--- src/rtl/next_pc_predictor_pkg.sv ---
// Shared types for the next-PC predictor: resolve-kind encodings, BTB entry
// layout and saturating-counter helpers.
package next_pc_predictor_pkg;

  typedef enum logic [1:0] {
    NPC_PC4    = 2'b00,
    NPC_BRANCH = 2'b01,
    NPC_JMP    = 2'b10,
    NPC_REG    = 2'b11
  } npc_kind_e;

  localparam logic [1:0] CNT_WEAK_T = 2'd2;
  localparam logic [1:0] CNT_MAX    = 2'd3;

  // Entry fields are sized for the widest supported datapath; narrower
  // instances use the low bits only.
  localparam int BTB_MAX_W = 64;

  typedef struct packed {
    logic                 valid;
    logic [BTB_MAX_W-1:0] tag;
    logic [BTB_MAX_W-1:0] target;
    logic [1:0]           cnt;
  } btb_entry_t;

  function automatic logic [1:0] cnt_step(input logic [1:0] c, input logic up);
    if (up) return (c == CNT_MAX) ? CNT_MAX : c + 2'd1;
    return (c == 2'd0) ? 2'd0 : c - 2'd1;
  endfunction

endpackage

--- src/rtl/next_pc_predictor_btb.sv ---
// Direct-mapped branch target buffer: combinational lookup on the fetch PC,
// single-port update from the resolving instruction, written at the edge.
module btb_table
  import next_pc_predictor_pkg::*;
#(
  parameter int XLEN    = 32,
  parameter int ENTRIES = 8
) (
  input  logic            clk,
  input  logic            rst_n,
  input  logic [XLEN-3:0] rd_wpc,
  output logic            rd_taken,
  output logic [XLEN-1:0] rd_target,
  input  logic            upd_en,
  input  logic            upd_taken,
  input  logic [XLEN-3:0] upd_wpc,
  input  logic [XLEN-1:0] upd_target
);
  localparam int IDXW = $clog2(ENTRIES);
  localparam int TAGW = XLEN - 2 - IDXW;

  btb_entry_t      mem_q [ENTRIES];
  btb_entry_t      mem_d [ENTRIES];
  logic [IDXW-1:0] rd_idx, wr_idx;
  logic [TAGW-1:0] rd_tag, wr_tag;
  logic            rd_hit, wr_hit;

  assign rd_idx = rd_wpc[IDXW-1:0];
  assign rd_tag = rd_wpc[XLEN-3:IDXW];
  assign wr_idx = upd_wpc[IDXW-1:0];
  assign wr_tag = upd_wpc[XLEN-3:IDXW];

  // Lookup reads mem_q, so a same-cycle update to the same slot is not visible.
  always_comb begin
    rd_hit    = mem_q[rd_idx].valid && (mem_q[rd_idx].tag[TAGW-1:0] == rd_tag);
    rd_taken  = rd_hit && (mem_q[rd_idx].cnt >= CNT_WEAK_T);
    rd_target = mem_q[rd_idx].target[XLEN-1:0];
  end

  always_comb begin
    mem_d  = mem_q;
    wr_hit = mem_q[wr_idx].valid && (mem_q[wr_idx].tag[TAGW-1:0] == wr_tag);
    if (upd_en) begin
      if (upd_taken) begin
        if (wr_hit) begin
          mem_d[wr_idx].cnt = cnt_step(mem_q[wr_idx].cnt, 1'b1);
        end else begin
          mem_d[wr_idx].valid = 1'b1;
          mem_d[wr_idx].tag   = BTB_MAX_W'(wr_tag);
          mem_d[wr_idx].cnt   = CNT_WEAK_T;
        end
        mem_d[wr_idx].target = BTB_MAX_W'(upd_target);
      end else if (wr_hit) begin
        mem_d[wr_idx].cnt = cnt_step(mem_q[wr_idx].cnt, 1'b0);
      end
    end
  end

  always_ff @(posedge clk) begin
    if (!rst_n) begin
      for (int i = 0; i < ENTRIES; i++) mem_q[i].valid <= 1'b0;
    end else begin
      mem_q <= mem_d;
    end
  end

endmodule

--- src/rtl/next_pc_predictor.sv ---
// Fetch PC register with BTB-driven prediction and redirect on mispredict
// detected at the resolve stage.
module next_pc_predictor
  import next_pc_predictor_pkg::*;
#(
  parameter int              XLEN     = 32,
  parameter int              ENTRIES  = 8,
  parameter logic [XLEN-1:0] RESET_PC = '0
) (
  input  logic            clk,
  input  logic            rst_n,
  input  logic            stall,
  input  logic            ex_valid,
  input  logic [1:0]      ex_kind,
  input  logic            ex_taken,
  input  logic [XLEN-1:0] ex_pc,
  input  logic [15:0]     ex_imm,
  input  logic [25:0]     ex_jaddr,
  input  logic [XLEN-1:0] ex_reg,
  input  logic            ex_pred_taken,
  input  logic [XLEN-1:0] ex_pred_target,
  output logic [XLEN-1:0] pc,
  output logic            pred_taken,
  output logic [XLEN-1:0] pred_target,
  output logic            flush
);
  npc_kind_e       kind;
  logic [XLEN-1:0] ex_pc4, br_off, actual_npc, pred_npc;
  logic [XLEN-1:0] pc_q, pc_d, pc_inc, btb_target;
  logic            mispredict, btb_taken;

  assign kind   = npc_kind_e'(ex_kind);
  assign ex_pc4 = ex_pc + XLEN'(4);
  assign br_off = {{(XLEN-18){ex_imm[15]}}, ex_imm, 2'b00};

  always_comb begin
    actual_npc = ex_pc4;
    case (kind)
      NPC_BRANCH: actual_npc = ex_taken ? ex_pc4 + br_off : ex_pc4;
      NPC_JMP:    actual_npc = {ex_pc4[XLEN-1:28], ex_jaddr, 2'b00};
      NPC_REG:    actual_npc = ex_reg;
      default:    actual_npc = ex_pc4;
    endcase
  end

  assign pred_npc   = ex_pred_taken ? ex_pred_target : ex_pc4;
  assign mispredict = ex_valid && (actual_npc != pred_npc);
  assign flush      = mispredict;

  btb_table #(.XLEN(XLEN), .ENTRIES(ENTRIES)) u_btb (
    .clk        (clk),
    .rst_n      (rst_n),
    .rd_wpc     (pc_q[XLEN-1:2]),
    .rd_taken   (btb_taken),
    .rd_target  (btb_target),
    .upd_en     (ex_valid && (kind != NPC_PC4)),
    .upd_taken  ((kind != NPC_BRANCH) || ex_taken),
    .upd_wpc    (ex_pc[XLEN-1:2]),
    .upd_target (actual_npc)
  );

  assign pc_inc      = pc_q + XLEN'(4);
  assign pc          = pc_q;
  assign pred_taken  = btb_taken;
  assign pred_target = btb_taken ? btb_target : pc_inc;

  // Redirect beats stall; otherwise follow the fetch-side prediction.
  always_comb begin
    pc_d = pred_target;
    if (mispredict)  pc_d = actual_npc;
    else if (stall)  pc_d = pc_q;
  end

  always_ff @(posedge clk) begin
    if (!rst_n) pc_q <= RESET_PC;
    else        pc_q <= pc_d;
  end

endmodule

--- config.mk ---
export PLATFORM = sky130hd
export DESIGN_NAME = next_pc_predictor
export DESIGN_NICKNAME = d
export VERILOG_FILES = /design/src/rtl/next_pc_predictor_pkg.sv /design/src/rtl/next_pc_predictor_btb.sv /design/src/rtl/next_pc_predictor.sv
export SDC_FILE = /design/constraint.sdc
export NUM_CORES = 1
export LEC_CHECK = 0
export BUFFER_PORTS_ARGS = -buffer_cell sky130_fd_sc_hd__buf_4
export CORE_ASPECT_RATIO = 0.7
export CORE_MARGIN = 2
export CORE_UTILIZATION = 36
export CTS_CLUSTER_SIZE = 24
export DETAILED_ROUTE_END_ITERATION = 10
export MAX_ROUTING_LAYER = met4
export PLACE_DENSITY = 0.5
export SLEW_MARGIN = 25
export SYNTH_ARGS = -nofsm -noshare
export SYNTH_HDL_FRONTEND = slang
export SYNTH_SLANG_ARGS = --single-unit
--- constraint.sdc ---
create_clock -name clk -period 15.7 [get_ports clk]
set_clock_uncertainty 0.05 [all_clocks]
set_input_delay 2.355 -clock clk [delete_from_list [all_inputs] [get_ports clk]]
set_output_delay 2.355 -clock clk [all_outputs]
set_load 0.005 [all_outputs]
======== After elaboration in Yosys (flattened, before gate mapping) ========
Cells that the tools add are included.
Widths: inputs -> output; s select.
cells by class
  add/subtract/negate cells ............... 5
  order comparisons ....................... 4
  equal/unequal tests ..................... 9
  mux-type cells .......................... 40
  bitwise logic cells ..................... 2
  reductions and logical operators ........ 12
operators by type and width
  operator               number
  $bwmux 1048            6
  $mux 1048              5
  $demux 131 s3          4
  $bmux 131 s3           2
  $mux 131               5
  $mux 32                5
  $mux 130               1
  $pmux 32 s3            1
  $mux 66                1
  $add 32x3->32 const B  2
  $eq 27x27->1           2
  $add 32x32->32         1
  $ne 32x32->1           1
  $mux 2                 7
  $ge 4x4->1 const B     2
  $not 3->4              2
  $eq 2x2->1 const B     3
  $logic_and 1x1->1      6
  $lt 4x1->1 const B     1
  $ne 2x1->1 const B     2
  $reduce_bool 2->1      2
  $mux 1                 3
  $reduce_and 3->1       1
  $add 2x1->2 const B    1
  6 further kinds        6
word-level totals
  register bits after elaboration ......... 1080
  input port bits ......................... 146
  output and inout bits ................... 66
  logic and storage cells ................. 105

======== Depth between registers and ports, before layout ========
Gate-level depths: netlist (run 1).
  word-level depth ........................ 19
  mapped depth ............................ 22
  mapped depth without buffers ............ 17

======== By module ========
From an unflattened synthesis (run 1), not the netlist that was laid out.
unflattened totals
  cells, all modules ...................... 2770
  area total of the unflattened synthesis .. 32597.5 um^2
by module, submodules not included
  module             instances  cells an instance  area each (um^2)  sequential area each (um^2)
  btb_table          1          1688               24972.7           14814.2
  next_pc_predictor  1          1082               7624.8            640.6

======== Worst setup path before layout (run 1) ========
Ideal clock, no wire load.
  path kind ............................... input-to-output
  start ................................... input port ex_pc[2]
  end ..................................... output port flush
  arrival ................................. 6.641 ns
  required time ........................... 13.295 ns
  path slack .............................. 6.654 ns
  stages on the path ...................... 19
  path buffers ............................ 5
  path through ............................ clkbuf_1 buf_2 buf_2 nand3_1 inv_1 ha_1 ha_1 o211a_1 a21oi_1 o21ai_0 xor2_1 a221oi_1 xor2_1 a211oi_1 nand4_1 nor4bb_1 a21boi_1 buf_6 buf_6
on the way
  cells in the longest elaborated chain, start to end .. 6
  elaborated cells on any way between the ends .. 7
  classes of those cells .................. 2 x add/sub; 1 x eq/ne; 3 x mux; 1 x reduce/logical
ends and longest elaborated chain
  element              RTL line                 source
  from (decl)          next_pc_predictor.sv:16  input logic [XLEN-1:0] ex_pc,
  $add 32x3->32 *      next_pc_predictor.sv:33  assign ex_pc4 = ex_pc + XLEN'(4);
  $add 32x32->32       next_pc_predictor.sv:39  NPC_BRANCH: actual_npc = ex_taken ? ex_pc4 + br_off : ex_pc4;
  $mux 32              next_pc_predictor.sv:39
  $pmux 32 s3          next_pc_predictor.sv:38  case (kind)
  $ne 32x32->1 *       next_pc_predictor.sv:47  assign mispredict = ex_valid && (actual_npc != pred_npc);
  $logic_and 1x1->1 *  next_pc_predictor.sv:47
  to (decl)            next_pc_predictor.sv:25  output logic flush
Every way passes the cells marked *; elsewhere a longest branch is shown, timed or not.

======== Final worst setup path (run 1) ========
Ends and elaborated chain as after synthesis.

==> results by group, run 1 <==
Detailed routing
  – WL per Instance: 31.4 um
  – Via count: 24100
  – Post-route ant nets: 0
  – Vias per Instance: 6.01
  – WL final: 126000 um
  – Initial DRC Count: 2835
  – DRC violations left: 0
  – First-pass iteration count of the detailed router: 5

Place
  – Placer Congestion: 0.962
  – PortBufs: 211
  – HPWL Detailed: 88000 um
  – Pre-CTS setup slack: 4.71 ns
  – Cell Area, Placed: 34100 um^2

Logic synthesis
  – Top cells by area, synth: edfxtp_1 47%, mux4_2 12%, mux2i_1 5.0%, nor2_1 4.7%, and2_1 3.9%
  – Synth area leader: edfxtp_1
  – Top cell type's share of synthesized area: 0.468
  – Mean Syn Cell Area: 11.6 um^2
  – Post-synth EDFFs: 488
  – Cell Area, Synth: 31300 um^2
  – Post-Synthesis Cells: 2690
  – Synth unique cells: 87
  – Count of state elements after synthesis: 528
  – FFs w/ async S/R, synth: 0
  – Ys Warns: 0
  – Syn_nets: 2874
  – Post-synth top flop: edfxtp_1
  – Post-synthesis sequential area ratio: 0.494

Status
  – Status: completed

Global route
  – Vias in the first global route: 23100
  – Grt met3 use: 0.0535
  – First-pass GRT wire length: 177000 um
  – Global routing's busiest layer: met1
  – Met1 Use GR: 0.431
  – Met2 GRT Util: 0.401
  – GRT Total Usage: 0.286
  – Initial antenna violation count: 3
  – Total gr overflow: 0
  – Largest net degree at the start of global routing: 64

Min path
  – HP Class: reg2reg

Clocking
  – Post-CTS Resized: 0
  – Htree depth: 2
  – Cts hold-fix bufs: 0
  – Root Driver: clkbuf_16
  – CTS Sinks: 528
  – CTS tree: yes
  – Num CTS Buffers: 57
  – Clock transition time at the flip-flop clock pins of the worst setup and hold paths: 0.06 ns
  – CTS Buffer Depth: 3
  – Postcts setup bufs: 0
  – Clock Latency Late Sink: 0.66 ns

Floorplan
  – Starting density of the core: 0.363
  – Die Width: 356 um
  – Die Ht: 251 um
  – Rows: 90
  – CORE AREA: 86100 um^2
  – Die area: 89400 um^2
  – # IOs: 212

Critical path
  – Worst Setup End Kind: output pin
  – Maximum single-stage delay on the critical path: 0.56 ns
  – Crit-path most repeated cell: buf_4
  – Startpoint Class: primary input
  – Crit path DAT: 8.66 ns
  – CP required: 13.30 ns
  – Cell family with most CP delay: compound AO/OA/AOI/OAI gates
  – Worst path bufs/invs: 3
  – Crit Path Class: in2out
  – Crit path cell chain: buf_4 -> ha_1 -> nand3_1 -> nor4_1 -> xor2_1 -> ha_1 -> a211oi_1 -> o211ai_1 -> a21boi_0 -> o211a_1 -> nand2_1 -> xnor2_1 -> o221ai_1 -> xor2_1 -> a2111oi_2 -> a21boi_4 -> buf_4 -> buf_4
  – CP max FO: 33
  – CP max-delay cell: a2111oi_2

Cells and area
  – Design Area, Final: 36000 um^2
  – Area delta synth->final: 15.1%
  – Layout cells sized above 1: 0.213
  – Post-layout nets: 2994

Timing
  – Slew HR: 0.249
  – Final hold violations: 0
  – # setup viols final: 0
  – Hold Slack: 0.440 ns
  – Fin crit share: 0.705
  – Final TNS setup: 0 ns
  – Tightest Pin Transition: 1.12 ns
  – Minimum clock period: 11.07 ns
  – RSZ-0062 raised after global routing: no
  – Fmax: 90.3 MHz
  – Worst setup slack after layout: 4.63 ns
  – Fin. max-slew vios: 0

Job
  – MaxCap Viol Count: 0

Pwr
  – PD cells: 100 nW/um^2
  – Peak supply drop: 0.0905 mV
  – Leak: 11.6 nW
final timing paths:
path                            startpoint                            end  slack, ns  cells past startpoint
max                               ex_pc[2]                          flush       4.63                     18
min          u_btb.mem_q[785]$_SDFFE_PN0P_  u_btb.mem_q[785]$_SDFFE_PN0P_       0.44                      1
max reg2reg             pc[2]$_SDFFE_PN0P_             pc[5]$_SDFFE_PN0P_       9.61                     14
min reg2reg  u_btb.mem_q[785]$_SDFFE_PN0P_  u_btb.mem_q[785]$_SDFFE_PN0P_       0.44                      1
synthesized netlist by cell type (10+ instances only):
cell type,count
and3_1,14
nand3_1,48
mux4_2,161
xor2_1,41
o211ai_1,44
o21ai_0,57
ha_1,37
nor3_1,60
nor2b_1,19
inv_1,24
or3_1,11
buf_2,25
nor4_1,25
xnor2_1,105
buf_1,32
a21oi_1,89
nand4_1,37
nand2b_1,56
a221oi_1,10
nor2_1,393
or2_2,17
and2_1,197
nand2_1,106
clkbuf_1,157
edfxtp_1,488
dfxtp_1,40
mux2i_1,156
mux2_2,14
a31oi_1,11
a22oi_1,13
a21o_1,25
and4_1,12
a211oi_1,13
registers in the layout (all words and copies together) (netlist names):
name / cells
u_btb.mem_q: 496
pc: 32
kinds of logic (layout without fill, tap and decap cells):
kind of cell,count (synthesis),in the layout,share of synthesized area
AO/OA/AOI/OAI,380,380,0.0851
AND/OR/NAND/NOR,1018,1018,0.162
other,0,1,0
flip-flops,528,528,0.494
XOR/XNOR,146,146,0.0409
adder cells (fa/ha/maj),38,38,0.0154
buffers and inverters,248,414,0.0319
multiplexers,332,332,0.171
area by class of cell:
class                   instances  area (um^2)
inverters                      28          106
clock inverters                37          418
diodes                          1         2.50
repair buffers                281         2110
fillers                      8126        50100
multi-input cells            1914        15000
clock buffers                  68         1480
flip-flops and latches        528        15500
well taps                    1150         1440
layout by cell type (no fill, tap or decap), drive strengths merged, types with 44 or more instances in the layout:
| cell | n |
|---|---|
| nand3 | 48 |
| a21oi | 89 |
| o21ai | 61 |
| clkbuf | 70 |
| buf | 279 |
| edfxtp | 488 |
| nand2b | 56 |
| mux4 | 161 |
| and2 | 197 |
| xnor2 | 105 |
| o211ai | 44 |
| mux2i | 156 |
| nor3 | 60 |
| nor2 | 394 |
| nand2 | 106 |
report_power, final:
group          internal, mW  switching [mW]  total, mW  leakage [nW]
clock network         0.776           0.604       1.38         0.910
registers              1.55          0.0426       1.60          3.87
logic                 0.231           0.406      0.638          6.85
metal layers:
layer	routed length (um)	vias to the layer above
li1	-	10300
met1	58600	12300
met2	53600	1296
met3	11400	127
met4	2300	0
met5	0	-
stage by stage:
stage / power [mW] / utilization / instances
finish: 3.61 / 0.418 / 4007
global route: 3.72 / 0.418 / 4007
CTS: 3.62 / 0.418 / 4004
detailed placement: 2.25 / 0.396 / 3899
global placement: 2.25 / 0.396 / 3898
floorplan: 1.97 / - / 2690
No activity file was read; power rests on OpenSTA's default activity.
==> run 2: changes to the inputs <==
Clock period 15.7 ns to 11.2 ns, I/O delays scaled along.
==> run 2 against run 1 <==
Worst setup slack got worse by 2.7 ns. Critical path depth fell by 1. Cell count did not move. Flip-flop and latch count did not move. Largest cell class unchanged.
==> results by group, run 2 (synthesis gave the netlist of run 1 again) <==
Detailed routing
  – DRC violations left: 0 (unchanged)
  – First-pass iteration count of the detailed router: 6 (+1)
  – Via count: 24000 (-0.32%)
  – Post-route ant nets: 0 (unchanged)
  – WL final: 126000 um (about the same)
  – Initial DRC Count: 2884 (+1.7%)
  – WL per Instance: 31.4 um (about the same)
  – Vias per Instance: 5.99 (-0.32%)

Timing
  – # setup viols final: 0 (unchanged)
  – Slew HR: 0.232 (-0.0164)
  – Fin. max-slew vios: 0 (unchanged)
  – Tightest Pin Transition: 1.15 ns (+0.0245 ns)
  – RSZ-0062 raised after global routing: no
  – Fmax: 108 MHz
  – Final TNS setup: 0 ns (unchanged)
  – Worst setup slack after layout: 1.94 ns (-2.69 ns)
  – Final hold violations: 0 (unchanged)
  – Minimum clock period: 9.26 ns
  – Fin crit share: 0.827

Place
  – HPWL Detailed: 85400 um (-3.0%)
  – Placer Congestion: 0.951 (-1.1%)
  – PortBufs: 211 (unchanged)
  – Post-placement cell count: 3896 (-0.077%)
  – Pre-CTS setup slack: 2.00 ns (-2.71 ns)

Cells and area
  – Largest register by flop count: u_btb.mem_q
  – Most common cell after layout, fill and taps aside: edfxtp_1
  – Final std cells w/o fill: 4007 (unchanged)
  – Most frequent cells in the layout: 488 x edfxtp_1, 381 x nor2_1, 275 x buf_4, 197 x and2_1, 161 x mux4_2
  – Filler cells: 8121 (-0.062%)
  – Number of flip-flops under the largest register name: 496 (unchanged)
  – Post-layout nets: 2989 (-0.17%)
  – Layout cells sized above 1: 0.214 (+0.000999)
  – Area occupied by multi-input gates: 15000 um^2 (about the same)
  – Area delta synth->final: 15.1% (about the same)
  – Register Area: 15500 um^2 (unchanged)

Floorplan
  – Die Width: 356 um (unchanged)
  – Rows: 90 (unchanged)
  – # IOs: 212 (unchanged)
  – Die area: 89400 um^2 (unchanged)
  – Die Ht: 251 um (unchanged)
  – Starting density of the core: 0.363 (unchanged)
  – CORE AREA: 86100 um^2 (unchanged)

Clocking
  – CTS Buffer Depth: 3 (unchanged)
  – Clock Latency Late Sink: 0.66 ns (about the same)
  – Postcts setup bufs: 0 (unchanged)
  – Cts hold-fix bufs: 0 (unchanged)
  – Root Driver: clkbuf_16
  – Num CTS Buffers: 56 (-1.8%)
  – Clock transition time at the flip-flop clock pins of the worst setup and hold paths: 0.06 ns (about the same)
  – Post-CTS Resized: 0 (unchanged)
  – CTS Sinks: 528 (unchanged)
  – CTS tree: yes
  – Htree depth: 2 (unchanged)

Global route
  – First-pass GRT wire length: 178000 um (+1.0%)
  – Initial antenna violation count: 9 (+6)
  – Largest net degree at the start of global routing: 70 (+9.4%)
  – Vias in the first global route: 23500 (+1.8%)
  – GRT Total Usage: 0.288 (+0.00162)
  – Total gr overflow: 0 (unchanged)

Critical path
  – Worst path bufs/invs: 2 (-1)
  – Worst Setup End Kind: output pin
  – CP Capture Point: flush
  – Crit path DAT: 7.53 ns (-1.13 ns)
  – Maximum single-stage delay on the critical path: 0.67 ns (+0.11 ns)
  – CP required: 9.47 ns (-3.83 ns)
  – CP max-delay cell: a21boi_1
  – Worst r2r src: pc[2]$_SDFFE_PN0P_
  – Critical Path Start: ex_pc[2]
  – Cell family with most CP delay: simple AND/OR/NAND/NOR gates
  – Worst path depth: 17 (-1)
  – R2r endpoint: pc[2]$_SDFFE_PN0P_
  – FF-to-FF path depth: 12 (-2)
  – Crit path cell chain: buf_4 -> ha_1 -> nand3_1 -> nor2_1 -> nand4_1 -> xnor2_1 -> ha_1 -> nand4_2 -> a2111oi_0 -> nor3_1 -> xnor2_1 -> a21boi_1 -> o221ai_1 -> nor4_1 -> nor4bb_1 -> a21boi_4 -> buf_4
  – CP max FO: 35 (+6.1%)
  – Startpoint Class: primary input
  – Flop2flop setup slack: 5.38 ns (-4.23 ns)
  – Crit Path Class: in2out

Min path
  – HP Class: reg2reg
  – Hold_sp: u_btb.mem_q[916]$_SDFFE_PN0P_

Job
  – MaxCap Viol Count: 0 (unchanged)

Pwr
  – Register share of total power: 0.442 (about the same)
  – Logic gate share of total power: 0.173 (-0.003)
  – Psw: 1.49 mW (+41%)
  – Clock share of power: 0.385 (+0.003)
  – Leak: 11.6 nW (about the same)
  – Peak supply drop: 0.120 mV (+32%)
  – Net Sw Frac: 0.293 (+0.00168)
  – PD cells: 141 nW/um^2 (+40%)
  – P_int: 3.59 mW (+40%)

Status
  – Status: completed
==> run 2: cell count changes in the layout (fill, tap and decap cells not counted), moves of 2 or more <==
cell	delta
diode_2	+4
buf_4	-3
clkinv_4	-2
clkbuf_1	-5
clkinv_2	+5
clkinvlp_4	+3
==> run 2: how the worst min path moves through the flow <==
| stage | slack [ns] | cells after the start | end |
|---|---|---|---|
| finish | 0.44 | 1 | u_btb.mem_q[916]$_SDFFE_PN0P_ |
| global placement | 0.42 | 1 | u_btb.mem_q[130]$_SDFFE_PN0P_ |
| detailed placement | 0.42 | 1 | u_btb.mem_q[916]$_SDFFE_PN0P_ |
| CTS | 0.44 | 1 | u_btb.mem_q[916]$_SDFFE_PN0P_ |
| global route | 0.46 | 1 | u_btb.mem_q[392]$_SDFFE_PN0P_ |
| floorplan | 0.39 | 1 | u_btb.mem_q[130]$_SDFFE_PN0P_ |
==> run 2: worst reg2reg max path, stage by stage (launching register included) <==
cell and delay [ns]:
dfxtp_4 0.96, buf_12 0.55, mux4_2 0.62, mux2i_1 0.33, xnor2_1 0.15, nor4_1 0.55, nand4_1 0.25, nor2_4 0.64
buf_4 0.56, mux2i_1 0.71, mux2i_1 0.15, nor2_1 0.12, mux2_1 0.13
==> run 2: power groups by stage <==
stage               sequential, mW  clock (mW)  combinational, mW
floorplan                     2.24           0              0.524
global placement              2.28           0              0.861
detailed placement            2.29           0              0.862
CTS                           2.24        1.97              0.865
global route                  2.25        2.05              0.929
finish                        2.24        1.95              0.879
==> run 2: cell type report <==
cell class                      count  area share
Antenna cell                        5    0.000347
Tap cell                         1150      0.0399
Clock buffer                       61      0.0394
Multi-Input combinational cell   1914       0.417
Timing Repair Buffer              277      0.0581
Sequential cell                   528       0.429
Inverter                           28     0.00295
Clock inverter                     44      0.0134
==> run 2: routing by layer <==
layer | wire length, um | GRT usage | share of wire
met1 | 57500 | 0.429 | 0.46
met2 | 53800 | 0.407 | 0.43
met3 | 12100 | 0.0534 | 0.096
met4 | 2570 | 0.0588 | 0.020
met5 | 0 | - | 0
==> run 2: through the flow <==
stage / cell area [um^2] / hold WS, ns / total power, mW / util
floorplan: 31300 / 0.390 / 2.76 / -
global placement: 34100 / 0.421 / 3.14 / 0.396
finish: 36000 / 0.438 / 5.08 / 0.418
global route: 36000 / 0.460 / 5.22 / 0.418
detailed placement: 34100 / 0.417 / 3.15 / 0.396
CTS: 36000 / 0.439 / 5.08 / 0.418
==> run 3: changes to the inputs <==
Clock period 11.2 ns to 8.6 ns, I/O delays scaled along.
==> run 3 against run 2 <==
Count of clock-buffer cells in the layout grew 7. Final area grew 0.32%. Non-clock buffer count grew 19. Sequential power grew 30%. Critical endpoint unchanged. Largest cell class unchanged. Highest routed layer unchanged.
==> results by group, run 3 (synthesis gave the netlist of run 1 again) <==
Global route
  – Total gr overflow: 0 (unchanged)
  – First-pass GRT wire length: 177000 um (-0.66%)
  – GRT Total Usage: 0.285 (-0.00258)
  – Initial antenna violation count: 2 (-7)
  – Grt met3 use: 0.0552 (+0.00175)
  – Vias in the first global route: 23500 (-0.19%)
  – Met1 Use GR: 0.420 (-0.00872)
  – Global routing's busiest layer: met1
  – Met2 GRT Util: 0.406 (-0.00155)
  – Largest net degree at the start of global routing: 86 (+23%)

Detailed routing
  – Initial DRC Count: 2816 (-2.4%)
  – First-pass iteration count of the detailed router: 7 (+1)
  – Vias per Instance: 6.00 (about the same)
  – Post-route ant nets: 0 (unchanged)
  – Via count: 24100 (+0.44%)
  – WL final: 125000 um (-0.48%)
  – WL per Instance: 31.2 um (-0.85%)
  – DRC violations left: 0 (unchanged)

Critical path
  – Flop2flop setup slack: 3.35 ns (-2.03 ns)
  – CP max FO: 21 (-40%)
  – Startpoint Class: primary input
  – Maximum single-stage delay on the critical path: 0.59 ns (-0.08 ns)
  – Worst r2r src: pc[4]$_SDFFE_PN0P_
  – CP required: 7.26 ns (-2.21 ns)
  – CP max-delay cell: a31oi_1
  – Crit Path Class: in2out
  – R2r endpoint: pc[2]$_SDFFE_PN0P_
  – Crit-path most repeated cell: buf_4
  – Crit path DAT: 6.79 ns (-0.74 ns)
  – Crit path cell chain: buf_4 -> and4_1 -> nand2_1 -> nor2_1 -> xor2_1 -> ha_1 -> a21o_1 -> a31oi_1 -> o32ai_1 -> nor3_1 -> o31ai_1 -> xnor2_1 -> a211oi_1 -> a311o_1 -> a2111oi_2 -> a21boi_4 -> buf_4
  – Worst Setup End Kind: output pin
  – FF-to-FF path depth: 12 (unchanged)

Pwr
  – PD cells: 181 nW/um^2 (+28%)
  – Peak supply drop: 0.162 mV (+36%)
  – Leak: 11.7 nW (+0.63%)

Place
  – HPWL Detailed: 86600 um (+1.5%)
  – PortBufs: 211 (unchanged)
  – Placer Congestion: 0.946 (-0.60%)

Cells and area
  – Area delta synth->final: 15.5%
  – Largest register by flop count: u_btb.mem_q
  – Post-layout nets: 3007 (+0.60%)
  – Number of flip-flops under the largest register name: 496 (unchanged)
  – Most frequent cells in the layout: 488 x edfxtp_1, 381 x nor2_1, 291 x buf_4, 197 x and2_1, 161 x mux4_2
  – Layout cells sized above 1: 0.217 (+0.00369)
  – Most common cell after layout, fill and taps aside: edfxtp_1

Timing
  – Tightest Pin Transition: 1.11 ns (-0.0396 ns)
  – Final hold violations: 0 (unchanged)
  – Fmax: 123 MHz
  – Hold Slack: 0.432 ns (-0.00565 ns)
  – Final TNS setup: 0 ns (unchanged)
  – # setup viols final: 0 (unchanged)
  – Minimum clock period: 8.13 ns
  – RSZ-0062 raised after global routing: no
  – Fin. max-slew vios: 0 (unchanged)
  – Fin crit share: 0.945
  – Slew HR: 0.256 (+0.0235)

Floorplan
  – Rows: 90 (unchanged)
  – # IOs: 212 (unchanged)
  – CORE AREA: 86100 um^2 (unchanged)
  – Starting density of the core: 0.363 (unchanged)
  – Die Ht: 251 um (unchanged)
  – Die Width: 356 um (unchanged)
  – Die area: 89400 um^2 (unchanged)

Min path
  – HP Class: reg2reg
  – Depth of the worst hold-timing path: 1 (unchanged)
  – WHS Endpoint: u_btb.mem_q[785]$_SDFFE_PN0P_
  – Hold_sp: u_btb.mem_q[785]$_SDFFE_PN0P_

Clocking
  – CTS Buffer Depth: 3 (unchanged)
  – CTS Sinks: 528 (unchanged)
  – CTS tree: yes
  – Clock transition time at the flip-flop clock pins of the worst setup and hold paths: 0.06 ns (about the same)
  – Post-CTS Resized: 0 (unchanged)
  – Clock Latency Late Sink: 0.67 ns (about the same)
  – Num CTS Buffers: 55 (-1.8%)
  – Htree depth: 2 (unchanged)
  – Root Driver: clkbuf_16
  – Postcts setup bufs: 0 (unchanged)
  – Cts hold-fix bufs: 0 (unchanged)

Job
  – MaxCap Viol Count: 0 (unchanged)

Status
  – Status: completed
## run 3: cell types whose count changed in the layout (fill, tap and decap cells not counted), sizes merged
| cell | before | now |
|---|---|---|
| buf | 276 | 296 |
| clkbuf | 62 | 68 |
| clkinv | 31 | 26 |
| bufinv | 7 | 5 |
| clkinvlp | 7 | 5 |
| diode | 5 | 4 |
| inv | 27 | 26 |
## run 3: worst max-delay path by stage
stage / endpoint / start / depth (start not counted) / slack (ns)
2_1_floorplan: flush / ex_pc[2] / 19 / 1.68
3_3_place_gp: flush / ex_pc[9] / 16 / 0.67
3_5_place_dp: flush / ex_pc[2] / 17 / 0.62
4_1_cts: flush / ex_pc[2] / 17 / 0.60
5_1_grt: flush / ex_pc[2] / 17 / 0.22
6_report: flush / ex_pc[3] / 17 / 0.47
## run 3: area by class of cell
type	instances	area (um^2)
Tap cell	1150	1440
Fill cell	8144	50000
Timing Repair Buffer	296	2290
Antenna cell	4	10.0
Sequential cell	528	15500
Inverter	28	106
Clock buffer	68	1460
Multi-Input combinational cell	1914	15000
Clock inverter	34	368
## run 3: critical path, delay by kind of cell
family	cells	cell delay (ns)
xor+xnor	2	0.89
compound gates	8	2.43
fa+ha+maj	1	0.39
buf+inv	2	0.51
simple gates	4	1.24
## run 3: report_power, final
group	leakage (nW)	total [mW]	switching [mW]	internal, mW
Combinational	6.94	1.16	0.726	0.432
Sequential	3.87	2.92	0.0786	2.84
Clock	0.881	2.46	1.10	1.36
Total	11.7	6.54	1.90	4.63
## run 3: per-stage QoR
stage               setup slack, ns  cell area [um^2]  instances  power, mW  utilization
floorplan                      1.68             31300       2690       3.60            -
detailed placement            0.618             34300       3916       4.11        0.398
global placement              0.672             34200       3913       4.10        0.397
finish                        0.474             36100       4022       6.54        0.420
CTS                           0.598             36100       4018       6.55        0.419
global route                  0.217             36100       4020       6.74        0.420
## run 3: routing by layer
metal | vias up | part of all wire
met4 | 0 | 0.022
met3 | 155 | 0.092
li1 | 10400 | -
met5 | - | 0
met1 | 12400 | 0.46
met2 | 1253 | 0.43
